## config.mk

```make
export PLATFORM = sky130hd
export DESIGN_NAME = dda_stream_sender_flat
export DESIGN_NICKNAME = d
export VERILOG_FILES = /design/src/rtl/dda_stream_sender_if.sv /design/src/rtl/dda_stream_sender.sv /design/src/flat_wrapper.sv
export SDC_FILE = /design/constraint.sdc
export NUM_CORES = 1
export LEC_CHECK = 0
export BUFFER_PORTS_ARGS = -buffer_cell sky130_fd_sc_hd__buf_2
export CAP_MARGIN = 20
export CORE_UTILIZATION = 63
export DETAILED_ROUTE_END_ITERATION = 8
export PLACE_DENSITY_LB_ADDON = 0.05
export SLEW_MARGIN = 20
export SYNTH_ARGS = -nofsm -noshare
export SYNTH_HDL_FRONTEND = slang
export SYNTH_SLANG_ARGS = --single-unit
```

## constraint.sdc

```tcl
create_clock -name pixel_clk_in -period 4.5 [get_ports pixel_clk_in]
set_input_delay 0.9 -clock pixel_clk_in [delete_from_list [all_inputs] [get_ports pixel_clk_in]]
set_output_delay 0.9 -clock pixel_clk_in [all_outputs]
set_load 0.01 [all_outputs]
```

## src/rtl/dda_stream_sender_if.sv

```systemverilog
// Ray-result input bus and AXI-Stream output bus of the DDA-out sender.
// master = the sender block, slave = its environment (DDA core + DDA-out FIFO).
interface dda_stream_sender_if;
  logic        dda_valid_in;
  logic        dda_ready_out;
  logic [8:0]  dda_col_in;
  logic [3:0]  dda_map_in;
  logic [8:0]  dda_height_in;
  logic        dda_side_in;
  logic [15:0] dda_wallx_in;
  logic        fifo_tvalid_out;
  logic        fifo_tready_in;
  logic [38:0] fifo_tdata_out;
  logic        fifo_tlast_out;

  modport master (
    input  dda_valid_in, dda_col_in, dda_map_in, dda_height_in, dda_side_in, dda_wallx_in,
    output dda_ready_out,
    output fifo_tvalid_out, fifo_tdata_out, fifo_tlast_out,
    input  fifo_tready_in
  );

  modport slave (
    output dda_valid_in, dda_col_in, dda_map_in, dda_height_in, dda_side_in, dda_wallx_in,
    input  dda_ready_out,
    input  fifo_tvalid_out, fifo_tdata_out, fifo_tlast_out,
    output fifo_tready_in
  );
endinterface

```

## src/rtl/dda_stream_sender.sv

```systemverilog
// DDA-out stream sender: packs ray results, buffers DEPTH words, streams them with tlast on the last column.
// Optional column-order checker compiled in with DDA_SENDER_ORDER_CHECK_EN.
module dda_stream_sender #(
  parameter int unsigned SCREEN_WIDTH = 320,
  parameter int unsigned DEPTH        = 4
) (
  input  logic                 pixel_clk_in,
  input  logic                 rst_in,
  dda_stream_sender_if.master  bus,
  output logic                 frame_done_out,
  output logic                 order_err_out
);

  localparam int unsigned PTR_W = (DEPTH > 1) ? $clog2(DEPTH) : 1;
  localparam int unsigned CNT_W = $clog2(DEPTH) + 1;
  localparam logic [9:0]  WIDTH10 = 10'(SCREEN_WIDTH);

  typedef logic [PTR_W-1:0] ptr_t;
  typedef enum logic {STREAM, LAST_SENT} frame_state_t;

  logic [38:0]      mem_data [DEPTH];
  logic [DEPTH-1:0] mem_last;
  ptr_t             wr_ptr;
  ptr_t             rd_ptr;
  logic [CNT_W-1:0] count;
  logic             ready;
  logic             tvalid;
  logic             push;
  logic             pop;
  logic             in_last;
  frame_state_t     state;
  frame_state_t     state_next;

  // Ready comes only from the count, so a pop at full does not admit a word in the same cycle.
  assign ready   = (count != CNT_W'(DEPTH));
  assign tvalid  = (count != '0);
  assign push    = bus.dda_valid_in && ready;
  assign pop     = tvalid && bus.fifo_tready_in;
  assign in_last = ({1'b0, bus.dda_col_in} == WIDTH10 - 10'd1);

  assign bus.dda_ready_out   = ready;
  assign bus.fifo_tvalid_out = tvalid;
  assign bus.fifo_tdata_out  = mem_data[rd_ptr];
  assign bus.fifo_tlast_out  = mem_last[rd_ptr];

  always_ff @(posedge pixel_clk_in or negedge rst_in) begin
    if (!rst_in) begin
      wr_ptr   <= '0;
      rd_ptr   <= '0;
      count    <= '0;
      mem_last <= '0;
      for (int unsigned i = 0; i < DEPTH; i++) begin
        mem_data[i] <= '0;
      end
    end else begin
      if (push) begin
        mem_data[wr_ptr] <= {bus.dda_col_in, bus.dda_map_in, bus.dda_height_in,
                             bus.dda_side_in, bus.dda_wallx_in};
        mem_last[wr_ptr] <= in_last;
        wr_ptr           <= wr_ptr + 1'b1;
      end
      if (pop) begin
        rd_ptr <= rd_ptr + 1'b1;
      end
      case ({push, pop})
        2'b10:   count <= count + 1'b1;
        2'b01:   count <= count - 1'b1;
        default: count <= count;
      endcase
    end
  end

  always_ff @(posedge pixel_clk_in or negedge rst_in) begin
    if (!rst_in) begin
      state <= STREAM;
    end else begin
      state <= state_next;
    end
  end

  always_comb begin
    state_next     = state;
    frame_done_out = 1'b0;
    case (state)
      STREAM: begin
        if (pop && bus.fifo_tlast_out) begin
          state_next     = LAST_SENT;
          frame_done_out = 1'b1;
        end
      end
      // Next pop or one idle cycle both return here, so the stay lasts exactly one cycle.
      LAST_SENT: state_next = STREAM;
      default:   state_next = STREAM;
    endcase
  end

`ifdef DDA_SENDER_ORDER_CHECK_EN
  logic [8:0] exp_col;
  logic       order_err;

  always_ff @(posedge pixel_clk_in or negedge rst_in) begin
    if (!rst_in) begin
      exp_col   <= '0;
      order_err <= 1'b0;
    end else if (push) begin
      if ((bus.dda_col_in != exp_col) || ({1'b0, bus.dda_col_in} >= WIDTH10)) begin
        order_err <= 1'b1;
      end
      // Resync to the received column so one glitch does not flag every later ray.
      if ({1'b0, bus.dda_col_in} >= WIDTH10 - 10'd1) begin
        exp_col <= '0;
      end else begin
        exp_col <= bus.dda_col_in + 1'b1;
      end
    end
  end

  assign order_err_out = order_err;
`else
  assign order_err_out = 1'b0;
`endif

endmodule
```

## src/flat_wrapper.sv

```systemverilog
// flat-port wrapper written by rule: the top's interface ports become plain ports
module dda_stream_sender_flat 
#(
  parameter int unsigned SCREEN_WIDTH = 320,
  parameter int unsigned DEPTH        = 4
)
  (pixel_clk_in, rst_in, frame_done_out, order_err_out, bus_dda_valid_in, bus_dda_col_in, bus_dda_map_in, bus_dda_height_in, bus_dda_side_in, bus_dda_wallx_in, bus_dda_ready_out, bus_fifo_tvalid_out, bus_fifo_tdata_out, bus_fifo_tlast_out, bus_fifo_tready_in);
  dda_stream_sender_if bus_i ();
  input  logic pixel_clk_in;
  input  logic rst_in;
  output logic frame_done_out;
  output logic order_err_out;
  input wire logic [$bits(bus_i.dda_valid_in)-1:0] bus_dda_valid_in;
  input wire logic [$bits(bus_i.dda_col_in)-1:0] bus_dda_col_in;
  input wire logic [$bits(bus_i.dda_map_in)-1:0] bus_dda_map_in;
  input wire logic [$bits(bus_i.dda_height_in)-1:0] bus_dda_height_in;
  input wire logic [$bits(bus_i.dda_side_in)-1:0] bus_dda_side_in;
  input wire logic [$bits(bus_i.dda_wallx_in)-1:0] bus_dda_wallx_in;
  output wire logic [$bits(bus_i.dda_ready_out)-1:0] bus_dda_ready_out;
  output wire logic [$bits(bus_i.fifo_tvalid_out)-1:0] bus_fifo_tvalid_out;
  output wire logic [$bits(bus_i.fifo_tdata_out)-1:0] bus_fifo_tdata_out;
  output wire logic [$bits(bus_i.fifo_tlast_out)-1:0] bus_fifo_tlast_out;
  input wire logic [$bits(bus_i.fifo_tready_in)-1:0] bus_fifo_tready_in;
  assign bus_i.dda_valid_in = bus_dda_valid_in;
  assign bus_i.dda_col_in = bus_dda_col_in;
  assign bus_i.dda_map_in = bus_dda_map_in;
  assign bus_i.dda_height_in = bus_dda_height_in;
  assign bus_i.dda_side_in = bus_dda_side_in;
  assign bus_i.dda_wallx_in = bus_dda_wallx_in;
  assign bus_dda_ready_out = bus_i.dda_ready_out;
  assign bus_fifo_tvalid_out = bus_i.fifo_tvalid_out;
  assign bus_fifo_tdata_out = bus_i.fifo_tdata_out;
  assign bus_fifo_tlast_out = bus_i.fifo_tlast_out;
  assign bus_i.fifo_tready_in = bus_fifo_tready_in;
  dda_stream_sender #(.SCREEN_WIDTH(SCREEN_WIDTH), .DEPTH(DEPTH)) u_core (.pixel_clk_in(pixel_clk_in), .rst_in(rst_in), .bus(bus_i), .frame_done_out(frame_done_out), .order_err_out(order_err_out));
endmodule
```

# Yosys cells after proc, flatten, opt, wreduce, memory -nomap -nowiden
# Cells that the tools add are included.
[op_classes] add_sub_neg=4 order_cmp=6 eq_ne=4 muxes=15 n_bitwise=3 n_reduce_logical=7
[ops] op="156-bit bitwise mux" n=1
[ops] op="39-bit 2-to-1 mux" n=3
[ops] op="39-bit binary-select mux with 2-bit select" n=1
[ops] op="39-bit demux with 2-bit select" n=1
[ops] op="9-bit equality test (second input constant)" n=1
[ops] op="3-bit >= comparator (second input constant)" n=2
[ops] op="2-bit by 3-bit less-than comparator with 1-bit output (second input constant)" n=2
[ops] op="2-bit NOT with 3-bit output" n=2
[ops] op="3-bit case mux with 2 select lines" n=1
[ops] op="1-bit logical AND" n=5
[ops] op="2-bit by 1-bit adder with 2-bit output (second input constant)" n=2
[ops] op="4-bit bitwise mux" n=1
[ops] op="1-bit 2-to-1 mux" n=4
[ops] op="3-bit by 1-bit adder with 3-bit output (second input constant)" n=1
[ops] op="3-bit by 1-bit less-than comparator with 1-bit output (second input constant)" n=1
[ops] op="3-bit != test (second input constant)" n=1
[ops] op="3-bit nonzero test" n=1
[ops] op="3-bit by 1-bit subtractor with 3-bit output (second input constant)" n=1
[ops] op="1-bit binary-select mux with 2-bit select" n=1
[ops] op="1-bit demux with 2-bit select" n=1
[ops] op="2-bit by 1-bit equality test with 1-bit output (second input constant)" n=1
[ops] op="2-bit equality test (second input constant)" n=1
[ops] op="2-bit by 1-bit >= comparator with 1-bit output (second input constant)" n=1
[ops] op="1-bit case mux with 2 select lines" n=1
[ops] op="2 further kinds" n=2
[totals] reg_bits=168 inputBits=43 output_inout_bits=44 wordCells=48

# Logic depth before layout (Yosys ltp)
[logic_depth] ltp_word=6 ltp_mapped=9

# Least setup slack after synthesis
# OpenSTA, ideal clock, no wires.
[synth_path] path_type="flip-flop to output port" startpoint="reg u_core.rd_ptr[0]" endpoint="out bus_fifo_tdata_out[10]" arrival_ps=1411 t_required_ps=3600 setup_slack_ps=2189 stages_incl_launch_ff=4 path_cell_list="dfrtp_1 > clkbuf_1 > buf_2 > mux4_2"
[synth_between] elab_chain_cells=4
[synth_lines] element="start: declaration" line_no="dda_stream_sender.sv:24" rtl="ptr_t rd_ptr;"
[synth_lines] element="start signal: assignment" line_no="dda_stream_sender.sv:63" rtl="rd_ptr <= rd_ptr + 1'b1;"
[synth_lines] element="2-bit NOT with 3-bit output (not written as such)" line_no="dda_stream_sender.sv:43" rtl="assign bus.fifo_tdata_out = mem_data[rd_ptr];"
[synth_lines] element="39-bit binary-select mux with 2-bit select" line_no="dda_stream_sender.sv:43"
[synth_lines] element="39-bit 2-to-1 mux (not written as such) (2 in series)" line_no="dda_stream_sender.sv:43"
[synth_lines] element="end: declaration" line_no="flat_wrapper.sv:21" rtl="output wire logic [$bits(bus_i.fifo_tdata_out)-1:0] bus_fifo_tdata_out;"
# Every way passes these cells. The select of a mux whose other input is x is not followed.

# Worst setup path in the final report
[layout_path] startpoint="reg u_core.rd_ptr[0]" endpoint="out bus_fifo_tdata_out[35]"
# The elaborated chain is that of the path after synthesis.

==> out/qor.txt <==
Hold WC Path Type - register to register
Pins Over Slew Limit - 0
Pre-antenna DRT Iters - 4
PostCTS Resize Cnt - 0
MaxCap Viol Count - 0
net switching power - 0.00218 W
number of unique standard cell types used by synthesis - 30
Reg power frac - 38.4%
WHS Path Cells - 1
die width - 113 um
Core Rows - 40
number of synthesized register bits - 168
footprint of the multi-input gates - 3220 um2
Clock Sinks - 168
Gate Count Post-Synth - 436
worst vdd ir - 0.457 mV
worst slew pin tran - 1090 ps
Worst Path Max Fanout - 21
clock root buffer - clkbuf_16
worst-case clock buffer depth - 2
WL per Instance - 21.7 um
global-route wire length before repair - 24.3 mm
post-DR vias/cell - 5.99
FMAX - 0.306 GHz
sequential area share after synthesis - 54.6%
CP endpoint kind - output pin
slew margin rel. - 27.1%
clock network power share - 22.7%
core area - 12,000 um2
layout cells sized above 1 - 60.8%
Vias - 4,041
CTS tree - built
Sequential Area - 4210 um2
largest net degree at the start of global routing - 106
Mapped Nets - 485
die area - 12,700 um2
number of warning messages in the yosys log - 0
die height - 113 um
PD cells - 840 nW/um2
total I/O pin count - 87
Tmin final - 3270 ps
CP startpoint kind - register
Synth Cell Area - 7700 um2
fin nets - 565
R2R cell count - 3
Setup CP Type - register to output pin
cell leakage power - 3.90 nW
DR DRC count - 0
CTS Buf Count - 17
CP Data Arrival Time - 2370 ps
CTS H-Tree Depth - 4
Final ANT Viol Nets - 0
Hold Buf Count CTS - 0
Antenna Cells - 0
Port Buffers - 85
commonest non-fill, non-tap cells in the layout - dfrtp_1 (166), mux2_2 (97), buf_2 (84)
gr ovfl total - 0
clk_lat worst skew - 420 ps
clk slew on worst S/H paths - 60 ps
GP Congestion - 0.753
final WL - 14.7 mm
Initial Utilization - 64.3%
most common cell after layout, fill and taps aside - dfrtp_1
internal power - 0.00520 W
combinational share of power - 38.9%
filler instances - 769
setup violators final - 0
Final HPWL DP - 8.81 mm
Fin Clk Skew - 7.89 ps
Hold Fails Final Rpt - 0
RSZ-0062 raised after global routing - no
vias in the first global route - 4,530
post-CTS setup buffers - 0
GR Util All Layers - 26.0%
WP data required - 3600 ps
DR iter-0 viols - 210
Switching Share - 29.5%
status - finished clean
syn_area_per_cell - 17.7 um2
initial antenna violation count - 0
setup TNS - 0 ps
final period utilization - 72.7%
area delta synth->final - 14.1%
Fin Hold WS - 502 ps
power groups by stage:
stage | logic, W | clock network [W] | registers (W)
2_1_floorplan | 0.00240 | 0 | 0.00254
3_3_place_gp | 0.00281 | 0 | 0.00279
3_5_place_dp | 0.00289 | 0 | 0.00282
4_1_cts | 0.00291 | 0.00170 | 0.00283
5_1_grt | 0.00308 | 0.00176 | 0.00292
6_report | 0.00287 | 0.00168 | 0.00283
registers in the layout, indices dropped and copies added, names as in the netlist:
signal	flops
u_core.count	3
u_core.mem_data	156
u_core.wr_ptr	2
u_core.rd_ptr	2
u_core.mem_last	4
u_core.state	1
metal layers:
| metal | vias to the layer above | wire length (um) | global-route usage, % |
|---|---|---|---|
| li1 | 1772 | - | - |
| met1 | 2167 | 6400 | 33.9 |
| met2 | 96 | 7540 | 43.5 |
| met3 | 6 | 646 | 6.80 |
| met4 | 0 | 80 | 7.20 |
| met5 | - | 0 | 0 |
layout make-up:
cell class | count | area share, %
Inverter | 5 | 0.214
Sequential cell | 168 | 47.9
Tap cell | 147 | 2.09
Timing Repair Buffer | 90 | 5.34
Clock inverter | 9 | 2.51
Multi-Input combinational cell | 234 | 36.6
Clock buffer | 22 | 5.29
critical path: stages, from the launching register on:
cell and delay [ps]:
dfrtp_2 830, buf_4 380, mux4_2 560, buf_2 160
path summary, 6_finish.rpt:
check                                    endpoint                start  slack (ps)
max in group asynchronous        u_core.rd_ptr[0]               rst_in        2870
max                        bus_fifo_tdata_out[35]     u_core.rd_ptr[0]        1230
min                           u_core.mem_data[43]  u_core.mem_data[43]         500
min reg2reg                   u_core.mem_data[43]  u_core.mem_data[43]         500
max reg2reg                   u_core.mem_data[21]      u_core.count[2]        2140
min in group asynchronous    u_core.mem_data[146]               rst_in         580
kinds of logic after synthesis:
group | share of synthesized area, %
AOI/OAI and AO/OA | 0.634
xor gates and xnor gates | 0.683
adders and majority gates | 1.07
buffers and inverters | 3.59
DFF | 54.6
muxes | 37.7
other | 0.0487
and+or+nand+nor | 1.61
Yosys cell counts:
cell type  number  area [um2]
buf_12          6         120
clkbuf_1        3        11.3
fa_1            1        20.0
dfrtp_1       168        4200
and3_4          3        33.8
nand3_1         5        25.0
and3_1          1        6.26
buf_1           5        18.8
mux2_2         97        1090
nor4b_1         1        8.76
buf_6           4        45.0
nand4b_1        1        8.76
a32o_1          4        40.0
conb_1          1        3.75
or3b_1          1        8.76
o31a_1          1        8.76
nor2_1          1        3.75
nand2b_1        1        6.26
inv_1           5        18.8
mux2i_1         1        10.0
mux2_4         60         901
buf_2           8        40.0
or3_1           1        6.26
nand2_1         2        7.51
ha_1            5        62.6
xor2_1          3        26.3
buf_4           3        22.5
mux4_2         40         901
and3b_1         1        8.76
xnor2_1         3        26.3
through the flow:
stage          utilization [%]  setup WS, ps  std cells  power [W]  area [um2]
4_1_cts                   73.4          1140        675    0.00744        8780
3_3_place_gp              67.7          1650        644    0.00559        8100
2_1_floorplan                -          2190        436    0.00494        7700
5_1_grt                   73.4          1070        675    0.00776        8780
6_report                  73.4          1230        675    0.00737        8780
3_5_place_dp              67.7          1650        644    0.00571        8100
(Power assumes the default switching activity.)
